File: config.mk
export PLATFORM = sky130hd
export DESIGN_NAME = uart_tx_scheduler
export DESIGN_NICKNAME = d
export VERILOG_FILES = /design/src/rtl/uart_pkg.sv /design/src/rtl/rr_arbiter.sv /design/src/rtl/uart_tx_scheduler.sv
export SDC_FILE = /design/constraint.sdc
export NUM_CORES = 1
export LEC_CHECK = 0
export CORE_MARGIN = 3
export CORE_UTILIZATION = 54
export CTS_BUF_LIST = sky130_fd_sc_hd__clkbuf_8
export CTS_CLUSTER_DIAMETER = 200
export DETAILED_ROUTE_END_ITERATION = 8
export HOLD_SLACK_MARGIN = 0.1
export PLACE_DENSITY = 0.87
export SLEW_MARGIN = 20
export SYNTH_ARGS = -nofsm -noshare
export SYNTH_HDL_FRONTEND = slang
export SYNTH_SLANG_ARGS = --single-unit
File: constraint.sdc
create_clock -name clk -period 3.4 [get_ports clk]
set_clock_uncertainty 0.15 [all_clocks]
set_input_delay 0.34 -clock clk [delete_from_list [all_inputs] [get_ports clk]]
set_output_delay 0.34 -clock clk [all_outputs]
set_load 0.03 [all_outputs]
File: src/rtl/uart_pkg.sv
// ============================================================================
// Module      : uart_pkg
// Description : Shared definitions for the UART transmit scheduler: FSM
//               state encoding, frame-length helper and default line timing.
// Revision    : 1.0 - initial release
// ============================================================================
`default_nettype none

package uart_pkg;

  // Default line timing: 100 MHz system clock at 9600 baud, 8N1 framing
  localparam int DEF_CLKS_PER_BIT = 10417;
  localparam int DEF_FRAME_BITS   = 10;

  // Scheduler FSM states
  typedef enum logic [2:0] {
    ST_IDLE = 3'd0,
    ST_LOAD = 3'd1,
    ST_SEND = 3'd2,
    ST_WAIT = 3'd3,
    ST_GAP  = 3'd4
  } state_t;

  // Number of clock cycles one complete frame occupies on the line
  function automatic int frame_cycles(input int clks_per_bit, input int frame_bits);
    return clks_per_bit * frame_bits;
  endfunction

endpackage

`default_nettype wire

File: src/rtl/rr_arbiter.sv
// ============================================================================
// Module      : rr_arbiter
// Description : Combinational round-robin arbiter. Picks the first asserted
//               request searching upward from ptr with wrap-around.
// Revision    : 1.0 - initial release
// ============================================================================
`default_nettype none

module rr_arbiter #(
  parameter int NUM_REQ = 4,
  parameter int IDX_W   = $clog2(NUM_REQ)
) (
  input  logic [NUM_REQ-1:0] req,
  input  logic [IDX_W-1:0]   ptr,
  input  logic               enable,
  output logic [NUM_REQ-1:0] grant,
  output logic [IDX_W-1:0]   grant_idx
);

  // One extra bit so ptr + offset never overflows before the wrap correction
  logic [IDX_W:0] cand;
  logic           found;

  // Scan NUM_REQ candidates starting at ptr; the first asserted request wins
  always_comb begin
    grant     = '0;
    grant_idx = '0;
    found     = 1'b0;
    cand      = '0;
    if (enable) begin
      for (int k = 0; k < NUM_REQ; k++) begin
        cand = {1'b0, ptr} + (IDX_W+1)'(k);
        if (cand >= (IDX_W+1)'(NUM_REQ)) begin
          cand = cand - (IDX_W+1)'(NUM_REQ);
        end
        if (!found && req[cand[IDX_W-1:0]]) begin
          found                      = 1'b1;
          grant[cand[IDX_W-1:0]]     = 1'b1;
          grant_idx                  = cand[IDX_W-1:0];
        end
      end
    end
  end

endmodule

`default_nettype wire

File: src/rtl/uart_tx_scheduler.sv
// ============================================================================
// Module      : uart_tx_scheduler
// Description : Shares one byte-wide UART transmitter among NUM_REQ byte
//               sources. Round-robin grants one byte at a time, strobes the
//               transmitter and times the frame plus an idle gap itself,
//               since the transmitter has no busy output.
// Revision    : 1.0 - initial release
// ============================================================================
`default_nettype none

module uart_tx_scheduler
  import uart_pkg::*;
#(
  parameter int NUM_REQ      = 4,
  parameter int CLKS_PER_BIT = DEF_CLKS_PER_BIT,
  parameter int FRAME_BITS   = DEF_FRAME_BITS,
  parameter int GAP_CYCLES   = 16
) (
  input  logic                       clk,
  input  logic                       rst,
  input  logic [NUM_REQ-1:0]         req_valid,
  input  logic [8*NUM_REQ-1:0]       req_data,
  output logic [NUM_REQ-1:0]         req_ready,
  output logic [7:0]                 tx_data,
  output logic                       tx_transmit,
  output logic                       busy,
  output logic [$clog2(NUM_REQ)-1:0] grant_id,
  output logic                       frame_done
);

  localparam int IDX_W        = $clog2(NUM_REQ);
  localparam int FRAME_CYCLES = frame_cycles(CLKS_PER_BIT, FRAME_BITS);
  localparam int CNT_W        = $clog2(FRAME_CYCLES + GAP_CYCLES + 1);
  localparam bit HAS_GAP      = (GAP_CYCLES > 0);

  localparam logic [CNT_W-1:0] FRAME_LOAD = CNT_W'(FRAME_CYCLES - 1);
  localparam logic [CNT_W-1:0] GAP_LOAD   = HAS_GAP ? CNT_W'(GAP_CYCLES - 1) : '0;
  localparam logic [IDX_W-1:0] LAST_IDX   = IDX_W'(NUM_REQ - 1);

  state_t           state;
  state_t           state_n;
  logic [CNT_W-1:0] cnt;
  logic [IDX_W-1:0] rr_ptr;
  logic [NUM_REQ-1:0] arb_grant;
  logic [IDX_W-1:0] arb_idx;
  logic             arb_en;
  logic             cnt_zero;
  logic             granted;

  // Grants are only possible in IDLE, and reset suppresses a same-cycle grant
  assign arb_en   = (state == ST_IDLE) && !rst;
  assign granted  = |arb_grant;
  assign cnt_zero = (cnt == '0);

  rr_arbiter #(
    .NUM_REQ (NUM_REQ),
    .IDX_W   (IDX_W)
  ) u_rr_arbiter (
    .req       (req_valid),
    .ptr       (rr_ptr),
    .enable    (arb_en),
    .grant     (arb_grant),
    .grant_idx (arb_idx)
  );

  // FSM state register
  always_ff @(posedge clk) begin
    if (rst) begin
      state <= ST_IDLE;
    end else begin
      state <= state_n;
    end
  end

  // FSM next-state logic: one cycle each of LOAD and SEND, then frame and gap timing
  always_comb begin
    state_n = state;
    case (state)
      ST_IDLE: if (granted)  state_n = ST_LOAD;
      ST_LOAD:               state_n = ST_SEND;
      ST_SEND:               state_n = ST_WAIT;
      ST_WAIT: if (cnt_zero) state_n = HAS_GAP ? ST_GAP : ST_IDLE;
      ST_GAP:  if (cnt_zero) state_n = ST_IDLE;
      default:               state_n = ST_IDLE;
    endcase
  end

  // FSM outputs; frame_done is raised in the last cycle before IDLE is re-entered
  always_comb begin
    req_ready   = arb_grant;
    tx_transmit = (state == ST_SEND) && !rst;
    busy        = (state != ST_IDLE);
    frame_done  = !rst && cnt_zero &&
                  ((state == ST_GAP) || ((state == ST_WAIT) && !HAS_GAP));
  end

  // Datapath: byte capture, grant bookkeeping and the frame/gap down-counter
  always_ff @(posedge clk) begin
    if (rst) begin
      cnt      <= '0;
      rr_ptr   <= '0;
      tx_data  <= 8'h00;
      grant_id <= '0;
    end else begin
      case (state)
        ST_IDLE: begin
          if (granted) begin
            tx_data  <= req_data[{arb_idx, 3'b000} +: 8];
            grant_id <= arb_idx;
            rr_ptr   <= (arb_idx == LAST_IDX) ? '0 : arb_idx + IDX_W'(1);
          end
        end
        ST_SEND: cnt <= FRAME_LOAD;
        ST_WAIT: cnt <= cnt_zero ? GAP_LOAD : cnt - CNT_W'(1);
        ST_GAP:  if (!cnt_zero) cnt <= cnt - CNT_W'(1);
        default: ;
      endcase
    end
  end

endmodule

`default_nettype wire

* Yosys cells after proc, flatten, opt, wreduce, memory -nomap -nowiden
Cells that the tools add are included.
Word-level totals: output and inout port bits 17, flip-flop bits (word level) 32, word-level logic and storage cells 113, bits of input ports 38
Operators by class: add/subtract/negate cells 9, reduce and logical (&&, ||, !) cells 23, shifts and indexed selects 1, $lt $le $gt $ge 12, equal/unequal tests 9, bitwise operators 3, muxes and demuxes 51
Operators by type and width (number):
- 17-bit case mux with 3 select lines | 1
- 17-bit 2-to-1 mux | 2
- 4-bit 2-to-1 mux | 8
- 32-bit by 6-bit indexed part select with 8-bit output | 1
- 2-bit 2-to-1 mux | 14
- 17-bit logical NOT | 1
- 17-bit by 1-bit subtractor with 17-bit output (second input constant) | 1
- 3-bit case mux with 5 select lines | 1
- 1-bit 2-to-1 mux | 14
- 2-bit by 3-bit less-than comparator with 1-bit output (second input constant) | 4
- 4-bit OR | 3
- 1-bit logical AND | 11
- 3-bit >= comparator (second input constant) | 3
- 3-bit 2-to-1 mux | 3
- 1-bit binary-select mux with 2-bit select | 4
- 1-bit demux with 2-bit select | 4
- 2-bit by 1-bit >= comparator with 1-bit output (second input constant) | 4
- 2-bit != test (second input constant) | 4
- 2-bit by 1-bit subtractor with 2-bit output (second input constant) | 4
- 2-bit by 2-bit adder with 3-bit output (second input constant) | 2
- 3-bit by 2-bit == test with 1-bit output (second input constant) | 2
- 3-bit nonzero test | 2
- 1-bit logical NOT | 4
- 2-bit AND reduction | 2
- other kinds (9) | 9

* Depth between registers and ports, before layout
Gate-level depths: netlist (run 1).
depth after elaboration 22, gate-level depth with buffers 11, gate-level depth less buffers 8

* Modules after synthesis
A second synthesis (run 1) with hierarchy kept.
Unflattened totals: cells, all modules 293, area total of the unflattened synthesis 2399.8 µm²
Modules (own cells, without submodules):
- uart_tx_scheduler | area an instance 1889.3 µm², instances 1, seq. area each 640.6 µm², cells each 232
- rr_arbiter | area an instance 510.5 µm², instances 1, seq. area each 0.0 µm², cells each 61

* Least setup slack after synthesis (run 1)
Ideal clock, no wire load.
path kind flip-flop to output port, start point register rr_ptr[0], end point output port req_ready[2], data required time 2.910 ns, arrival 2.907 ns, cell stages (with the launch flop) 9, path buffers 2, setup slack 0.003 ns, cell sequence dfxtp_1 > buf_6 > inv_1 > ha_1 > buf_2 > mux4_4 > nor2b_2 > a22oi_1 > o31ai_1
Between the ends: longest elaborated chain between the ends 19, elaborated cells between the ends (all ways) 70, those cells by class add/sub (7); order compare (12); mux (38); bitwise (3); reduce/logical (10)
Ends and longest elaborated chain:
- start, declared | line uart_tx_scheduler.sv:43 | logic [IDX_W-1:0] rr_ptr;
- start signal, assigned | line uart_tx_scheduler.sv:110 | rr_ptr <= (arb_idx == LAST_IDX) ? '0 : arb_idx + IDX_W'(1);
- branches (longest 17 deep; another with 2-bit by 1-bit adder with 3-bit output)
- 4-bit 2-to-1 mux (*) | line rr_arbiter.sv:36 | if (!found && req[cand[IDX_W-1:0]]) begin
- 4-bit 2-to-1 mux (*) | line rr_arbiter.sv:30 | if (enable) begin
- end, declared | line uart_tx_scheduler.sv:23 | output logic [NUM_REQ-1:0] req_ready,
Mark *: on every way between the ends. The select of a mux whose other input is x is not followed.

* Worst setup path after layout (run 1)
start point register rr_ptr[0], end point output port req_ready[3]
Same word-level chain as after synthesis.

==> metrics, run 1 <==
via count=2976; TritonCTS clock tree=done; Clock Path Buffers=2; crit path capture type=output pin; Worst Tran Pin Value=0.7604 ns; simple-gate share of the synthesized area=28.24%; Synth Cell Area=2668 sq um; Setup Crit Path Kind=register to output pin; XOR/XNOR Fraction of Synth Area=1.970%; vias per cell=6.386; Syn Area/Cell=8.108 sq um; Hold Violations, Final=0; Syn Nets=376; Finished Cell Area=3481 sq um; first-pass GRT wire length=13540 um; Placed Area=3396 sq um; ys async rst share=0%; clock root buffer=clkbuf_8; Lkg Pwr=1.292 nW; Final nets=447; clock-pin slew on the worst setup and hold paths=0.07 ns; GRT overflow=0; Post-Synth Adder-Cell Area=4.221%; outcome=finished clean; max-cap check violation count=0; post-synthesis compound-gate area fraction=30.96%; WL met3=610 um; Peak VDD IR=0.5172 mV; Slew Limit Fails=0; Starting Density=58.44%; critical path fanouts, max=6; initial antenna violation count=0; synth unique cells=70; GRT Overall Usage=27.50%; Synth Register Bits=32; Buffers on Ports=54; EDFF count, synth=0; htree depth=2; Final Wtd Congestion=0.9165; final setup vio count=0; Non-Filler Instances=466; CTS buffer count=5; Worst EP required=2.91 ns; CP startpoint kind=register; Wirelength per Cell=17.28 um; first-pass iteration count of the detailed router=5; highest routed metal layer=met4; clk sinks=32; vias in the first global route=2842; core area=4564 sq um; Main synth FF type=dfxtp_1; later-pin clock latency in the skew report=0.29 ns; ant diodes=0; Remaining DRCs=0; DP Wirelength=5863 um; I/O pin cnt=55; post-synthesis mux area share=6.051%; M1 wire length=3666 um; Yosys Warn Count=0; Crit path arrival time=2.81 ns; FP Rows=24; min cycle time layout=3.300 ns; cell total after placement=458; Hold WS=0.3470 ns; Final period util=97.05%; main combinational cell family by area after synthesis=compound AO/OA/AOI/OAI gates; layout cells sized above 1=14.96%; Pwr per Cell Area=793.9 nW/um^2; synth-to-layout area growth=30.49%; Routed Wire Length=8054 um; die width=76.29 um; Slew Limit Headroom=48.77%; sequential area share after synthesis=24.02%; met2 routed WL=3708 um; Cells after Synth=329; Die Ht=76.29 um; Iteration-0 DRC Markers=233; Detail Route Antenna Nets=0; Fin Setup TNS=0 ns; Hold Crit Class=register to register; RSZ-0062 raised after global routing=no; Max Clk Rate=0.3031 GHz; largest net degree at the start of global routing=23; Die Area=5819 sq um
cell usage after synthesis, types with 12 or more instances:
cell type  number  area share [%]
a21oi_1        20             3.8
nor2b_1        12             2.8
nor2_1         21             3.0
and2_1         13             3.0
o21ai_0        12             2.3
dfxtp_1        32              24
nor3_1         17             3.2
nand4_1        13             3.0
nand2_1        30             4.2
cells by family (layout without fill, tap and decap cells):
kind of cell | count (synthesis) | after routing
XOR/XNOR | 6 | 6
AO/OA/AOI/OAI | 108 | 108
AND/OR/NAND/NOR | 136 | 136
adder cells (fa/ha/maj) | 9 | 9
buffers and inverters | 26 | 98
multiplexers | 12 | 12
flip-flops | 32 | 32
area by class of cell:
cell class                      count  area, sq um
Clock inverter                      2        7.507
Inverter                           10        37.54
Multi-Input combinational cell    271         1907
Fill cell                         337         1084
Clock buffer                        6        82.58
Tap cell                           65        81.33
Timing Repair Buffer               80        724.4
Sequential cell                    32        640.6
metrics by stage:
stage          power, W  worst slack (ns)  util (%)
2_1_floorplan  0.001893          0.003080         -
3_3_place_gp   0.002390           0.06925     74.40
3_5_place_dp   0.002427           0.02581     74.40
4_1_cts        0.002736           0.05324     76.32
5_1_grt        0.002965          0.008584     76.26
6_report       0.002763            0.1003     76.26
cells in the final DEF (no fill, tap or decap), types with 12 or more instances in the layout:
master            n
nor2_1           21
buf_4            28
nand4_1          13
clkdlybuf4s50_1  50
nor2b_1          12
and2_1           13
nor3_1           17
o21ai_0          12
dfxtp_1          32
nand2_1          30
a21oi_1          20
registers in the layout, indices dropped and copies added (netlist names):
name / flops
grant_id: 2
rr_ptr: 2
state: 3
tx_data: 8
cnt: 17
timing repair:
action                                  CTS  global route
hold buffers                              0             0
endpoints found under the setup margin    2             2
buffers inserted                          0             0
gates resized for setup                   2             4
pin swaps                                 0             0
endpoints found under the hold margin     0             0
power breakdown:
part	leakage (nW)	switching [W]	internal, W
Sequential	0.263	0.000131	0.000501
Clock	0.0538	0.000142	0.000159
Combinational	0.976	0.00106	0.000767
Total	1.29	0.00134	0.00143
worst paths after layout:
check,from,endpoint,slack (ns),depth (start not counted)
hold / removal,grant_id[1]$_SDFFE_PP0P_,grant_id[1]$_SDFFE_PP0P_,0.35,2
hold reg to reg,grant_id[1]$_SDFFE_PP0P_,grant_id[1]$_SDFFE_PP0P_,0.35,2
setup reg to reg,rr_ptr[0]$_SDFFE_PP0P_,tx_data[4]$_SDFFE_PP0P_,0.17,10
setup / recovery,rr_ptr[0]$_SDFFE_PP0P_,req_ready[3],0.10,8
per-layer routing:
layer / global-route usage, % / vias to the layer above
met2: 44.64 / 135
met1: 36.52 / 1410
met3: 5.674 / 11
met4: 8.696 / 0
li1: - / 1420
met5: 0 / -
critical path, cell delays in order, from the launching register on:
cell	delay [ns]
dfxtp_1	0.35
inv_1	0.06
ha_1	0.38
or3b_1	0.40
a2111o_1	0.44
a21boi_0	0.23
o21ai_0	0.15
o31ai_1	0.09
dlygate4sd2_1	0.43
Power figures use the tool's default switching activity.
==> run 2, diff against run 1 <==
Settings changed: CELL_PAD_IN_SITES_DETAIL_PLACEMENT from default to 0, CELL_PAD_IN_SITES_GLOBAL_PLACEMENT from default to 1, CORE_UTILIZATION 54 to 39, PLACE_DENSITY 0.87 to 0.85.
==> metrics, run 2 (synthesis gave the netlist of run 1 again) <==
outcome=finished clean; I/O pin cnt=55 (unchanged); final setup vio count=0 (unchanged); fin util=54.31% (-22 points); Worst EP required=2.91 ns (about the same); first-pass GRT wire length=13560 um (+0.10%); GRT Overall Usage=21.46% (-6.0 points); Slew Limit Fails=0 (unchanged); final setup margin=0.1621 ns (+0.06180 ns); Hold Violations, Final=0 (unchanged); crit path capture type=output pin; initial antenna violation count=0 (unchanged); r2r worst-path depth=10 (unchanged); biggest registers after layout=cnt: 17 flops, tx_data: 8 flops, state: 3 flops; clk sinks=32 (unchanged); highest routed metal layer=met4; Die Ht=88.71 um (+16%); Routed Wire Length=8275 um (+2.7%); Slew Limit Headroom=49.92% (+1.1 points); Max Clk Rate=0.3088 GHz (+1.9%); worst hold stages=1 (-1); Peak VDD IR=0.5425 mV (+4.9%); CP startpoint kind=register; Pwr Total=0.002840 W (+2.8%); htree depth=2 (unchanged); vias per cell=6.059 (-5.1%); die width=88.71 um (+16%); most common cell after layout, fill and taps aside=clkdlybuf4s50_1; M1 wire length=3948 um (+7.7%); leading cell types in the layout, fill and taps excluded=50 x clkdlybuf4s50_1, 32 x dfxtp_1, 30 x nand2_1, 28 x buf_4, 21 x nor2_1; Final Wtd Congestion=0.8942 (-2.4%); later-pin clock latency in the skew report=0.28 ns (about the same); Reg-to-Reg Start=rr_ptr[1]$_SDFFE_PP0P_; RR Endpoint=tx_data[6]$_SDFFE_PP0P_; Pwr per Cell Area=805.3 nW/um^2 (+1.4%); met2 routed WL=3806 um (+2.6%); Hold Crit Class=register to register; synth-to-layout area growth=32.22%; vias in the first global route=2763 (-2.8%); FP Rows=29 (+21%); Critical Path, Cell by Cell=inv_1 -> ha_1 -> buf_4 -> mux4_4 -> nor2b_2 -> a22oi_1 -> o31ai_1 -> dlygate4sd2_1; Iteration-0 DRC Markers=131 (-44%); critical path's slowest cell=mux4_4; Final nets=447 (unchanged); clock root buffer=clkbuf_8; Clock Path Buffers=2 (unchanged); Final period util=95.23% (-1.8 points); GRT overflow=0 (unchanged); worst path bufs/invs=3 (+1); Setup Crit Path Kind=register to output pin; clock-pin slew on the worst setup and hold paths=0.07 ns (about the same); Die Area=7869 sq um (+35%); first-pass iteration count of the detailed router=5 (unchanged); Starting Density=41.07% (-17 points); max-cap check violation count=0 (unchanged); largest register by flop count=cnt; critical path fanouts, max=4 (-2); Worst Tran Pin Value=0.7434 ns (-0.01703 ns); RSZ-0062 raised after global routing=yes; core area=6495 sq um (+42%); DP Wirelength=6178 um (+5.4%); Detail Route Antenna Nets=0 (unchanged); Remaining DRCs=0 (unchanged); min cycle time layout=3.238 ns (-0.06180 ns); TritonCTS clock tree=done; via count=2896 (-2.7%); Buffers on Ports=54 (unchanged); Placed Area=3411 sq um (+0.44%); slowest cell delay on critical path=0.64 ns (+0.20 ns); postcts setup bufs=0 (unchanged); WHS Endpoint=cnt[16]$_SDFFE_PP0P_; pre-CTS WS=0.04700 ns (+0.02119 ns); layout cells sized above 1=15.21% (+0.25 points); Finished Cell Area=3527 sq um (+1.3%); largest net degree at the start of global routing=23 (unchanged); R2R Setup Slk=0.20 ns (+0.03 ns); max reg flops=17 (unchanged); HP Start=cnt[16]$_SDFFE_PP0P_; CTS buffer count=5 (unchanged); ant diodes=0 (unchanged); Wirelength per Cell=17.31 um (+0.16%); Crit path arrival time=2.75 ns (-0.06 ns); delay-heaviest family, CP=buffers and inverters; Lkg Pwr=1.297 nW (+0.33%); WL met3=446 um (-27%)
==> run 2: changes by cell type in the layout (fill, tap and decap cells not counted), sizes merged <==
cell | previous run | this run
inv | 11 | 9
clkinv | 1 | 2
clkinvlp | 0 | 1
clkbuf | 7 | 5
clkdlybuf4s15 | 0 | 1
bufinv | 0 | 1
==> run 2: worst max-delay path by stage <==
stage / from / endpoint / slack, ns / cells after the start
floorplan: rr_ptr[0]$_SDFFE_PP0P_ / req_ready[2] / 0.003 / 8
global placement: req_valid[0] / req_ready[3] / 0.12 / 7
detailed placement: req_valid[0] / req_ready[3] / 0.05 / 7
CTS: rr_ptr[1]$_SDFFE_PP0P_ / req_ready[3] / 0.15 / 8
global route: rr_ptr[1]$_SDFFE_PP0P_ / req_ready[2] / -0.02 / 8
finish: rr_ptr[1]$_SDFFE_PP0P_ / req_ready[3] / 0.16 / 8
==> run 2: per-layer routing <==
layer,GRT usage (%),vias up
met1,28.48,1387
met4,5.632,0
met2,36.30,89
li1,-,1414
met3,3.166,6
met5,0,-
==> run 2: stage by stage <==
stage / hold slack, ns / cells / TNS (ns)
2_1_floorplan: 0.3120 / 329 / 0
3_3_place_gp: 0.3329 / 470 / 0
3_5_place_dp: 0.3286 / 470 / 0
4_1_cts: 0.3485 / 478 / 0
5_1_grt: 0.3789 / 478 / -0.01570
6_report: 0.3461 / 478 / 0
==> run 2: timing repair <==
item,in CTS,in global routing
resized for setup,2,2
hold buffers,0,0
setup endpoints to repair,2,9
==> run 2: area by class of cell <==
cell class | count | area [sq um]
clock buffer | 5 | 68.82
inverter | 10 | 37.54
fill | 603 | 2968
timing repair buffer | 80 | 729.5
multi-input combinational | 271 | 1912
clock inverter | 3 | 42.54
sequential | 32 | 640.6
tap | 77 | 96.34
==> run 2: where the power goes <==
part	switching, W	internal, W	leakage, nW
registers	0.000116	0.000501	0.263
logic	0.00108	0.000780	0.980
clock network	0.000148	0.000217	0.0541
==> run 3, diff against run 2 <==
Settings changed: CAP_MARGIN from default to 10, SETUP_SLACK_MARGIN from default to 0.3.
==> metrics, run 3 (synthesis gave the netlist of run 1 again) <==
outcome=finished clean; later-pin clock latency in the skew report=0.29 ns (about the same); GRT overflow=0 (unchanged); Lkg Pwr=1.348 nW (+4.0%); Pwr per Cell Area=813.3 nW/um^2 (+1.0%); Peak VDD IR=0.4555 mV (-16%); biggest registers after layout=cnt: 17 flops, tx_data: 8 flops, state: 3 flops; largest register by flop count=cnt; Max Clk Rate=0.3271 GHz (+5.9%); Buffers on Ports=54 (unchanged); Final period util=89.92% (-5.3 points); M3 GR Usage=3.445% (+0.28 points); Fin Setup TNS=0 ns (unchanged); Hold Crit Class=register to register; min cycle time layout=3.057 ns (-0.1807 ns); GRT Overall Usage=20.96% (-0.51 points); first-pass iteration count of the detailed router=4 (-1); Worst Tran Pin Value=0.7491 ns (+0.005700 ns); ant diodes=0 (unchanged); critical path fanouts, max=7 (+3); Slew Limit Fails=0 (unchanged); initial antenna violation count=0 (unchanged); Iteration-0 DRC Markers=157 (+20%); grt met1 use=28.87% (+0.39 points); Power Internal=0.001550 W (+3.5%); Routed Wire Length=8395 um (+1.5%); Die Area=7869 sq um (unchanged); CP startpoint kind=register; max reg flops=17 (unchanged); Final nets=449 (+0.45%); die width=88.71 um (unchanged); Wirelength per Cell=17.49 um (+1.0%); Seq pwr share=21.1% (-0.6 points); Die Ht=88.71 um (unchanged); Remaining DRCs=0 (unchanged); vias per cell=6.065 (about the same); FP Rows=29 (unchanged); combinational power share=68.6% (+3.2 points); clock root buffer=clkbuf_8; Detail Route Antenna Nets=0 (unchanged); Setup Crit Path Kind=register to output pin; via count=2911 (+0.52%); max-cap check violation count=0 (unchanged); I/O pin cnt=55 (unchanged); clk sinks=32 (unchanged); layout cells sized above 1=19.35% (+4.1 points); CTS buffer count=5 (unchanged); final setup vio count=0 (unchanged); crit path capture type=output pin; Clock Path Buffers=2 (unchanged); fillers=599 (-0.66%); vias in the first global route=2735 (-1.0%); # hold bufs at CTS=0 (unchanged); clock-pin slew on the worst setup and hold paths=0.07 ns (about the same); core area=6495 sq um (unchanged); share of total power in the clock network=10.3% (-2.5 points); switch share=47.53% (+0.26 points); TritonCTS clock tree=done; Hold Violations, Final=0 (unchanged); DP Wirelength=5999 um (-2.9%); first-pass GRT wire length=13210 um (-2.5%); largest net degree at the start of global routing=23 (unchanged); Hold WS=0.3506 ns (+0.004503 ns); NetSw=0.001404 W (+4.6%); met2 Resource Use GR=33.87% (-2.4 points); most common cell after layout, fill and taps aside=clkdlybuf4s50_1; htree depth=2 (unchanged); Worst EP required=2.91 ns (about the same); Crit path arrival time=2.57 ns (-0.18 ns); RSZ-0062 raised after global routing=yes; leading cell types in the layout, fill and taps excluded=49 x clkdlybuf4s50_1, 30 x dfxtp_1, 29 x nand2_1, 26 x buf_4, 21 x nor2_1; Starting Density=41.07% (unchanged); gr busiest metal=met2; Slew Limit Headroom=49.53% (-0.38 points); synth-to-layout area growth=36.16%; Final Wtd Congestion=0.9168 (+2.5%)
[run 3: timing repair]
action,in CTS,in global routing
setup endpoints to repair,14,15
pin swaps,1,7
setup buffers,0,4
gates cloned,0,1
resized for setup,12,16
[run 3: stage by stage]
step | util, % | cell area, sq um | power (W) | cells | setup slack, ns
5_1_grt | 55.92 | 3632 | 0.003177 | 480 | 0.2624
2_1_floorplan | - | 2690 | 0.001906 | 329 | 0.2009
3_3_place_gp | 52.40 | 3403 | 0.002434 | 467 | 0.2124
6_report | 55.92 | 3632 | 0.002954 | 480 | 0.3428
3_5_place_dp | 52.40 | 3403 | 0.002447 | 467 | 0.1342
4_1_cts | 54.48 | 3538 | 0.002806 | 475 | 0.3043
[run 3: worst paths after layout]
| kind | startpoint | end | slack [ns] | cells after the start |
|---|---|---|---|---|
| worst max-delay path | rr_ptr[1]$_SDFFE_PP0P_ | req_ready[3] | 0.34 | 9 |
| worst min-delay path | grant_id[1]$_SDFFE_PP0P_ | grant_id[1]$_SDFFE_PP0P_ | 0.35 | 2 |
| worst max register to register | rr_ptr[1]$_SDFFE_PP0P_ | tx_data[6]$_SDFFE_PP0P_ | 0.37 | 10 |
| worst min register to register | grant_id[1]$_SDFFE_PP0P_ | grant_id[1]$_SDFFE_PP0P_ | 0.35 | 2 |
[run 3: power by group through the flow]
stage / clock, W / sequential, W / combinational, W
floorplan: 0 / 0.000663 / 0.00124
global placement: 0 / 0.000618 / 0.00182
detailed placement: 0 / 0.000620 / 0.00183
CTS: 0.000309 / 0.000615 / 0.00188
global route: 0.000323 / 0.000641 / 0.00221
finish: 0.000303 / 0.000624 / 0.00203
[run 3: per-layer routing]
layer | vias up | share of wire (%)
met5 | - | 0
li1 | 1418 | -
met4 | 0 | 1.4
met2 | 106 | 47
met1 | 1375 | 46
met3 | 12 | 6.3
[run 3: critical path, cell delays in order, from the launching register on]
cell     delay, ns
dfxtp_2       0.35
inv_4         0.05
ha_4          0.27
buf_6         0.12
mux4_4        0.68
nor2b_4       0.15
buf_6         0.12
a22oi_1       0.07
o31ai_2       0.24
buf_4         0.22
[run 3: final cells by class]
type / instances / area (sq um) / area share [%]
timing repair buffer: 81 / 757.0 / 20.84
clock buffer: 6 / 82.58 / 2.274
sequential: 32 / 643.1 / 17.71
inverter: 10 / 40.04 / 1.102
clock inverter: 2 / 11.26 / 0.3100
tap: 77 / 96.34 / 2.652
multi-input combinational: 272 / 2002 / 55.12
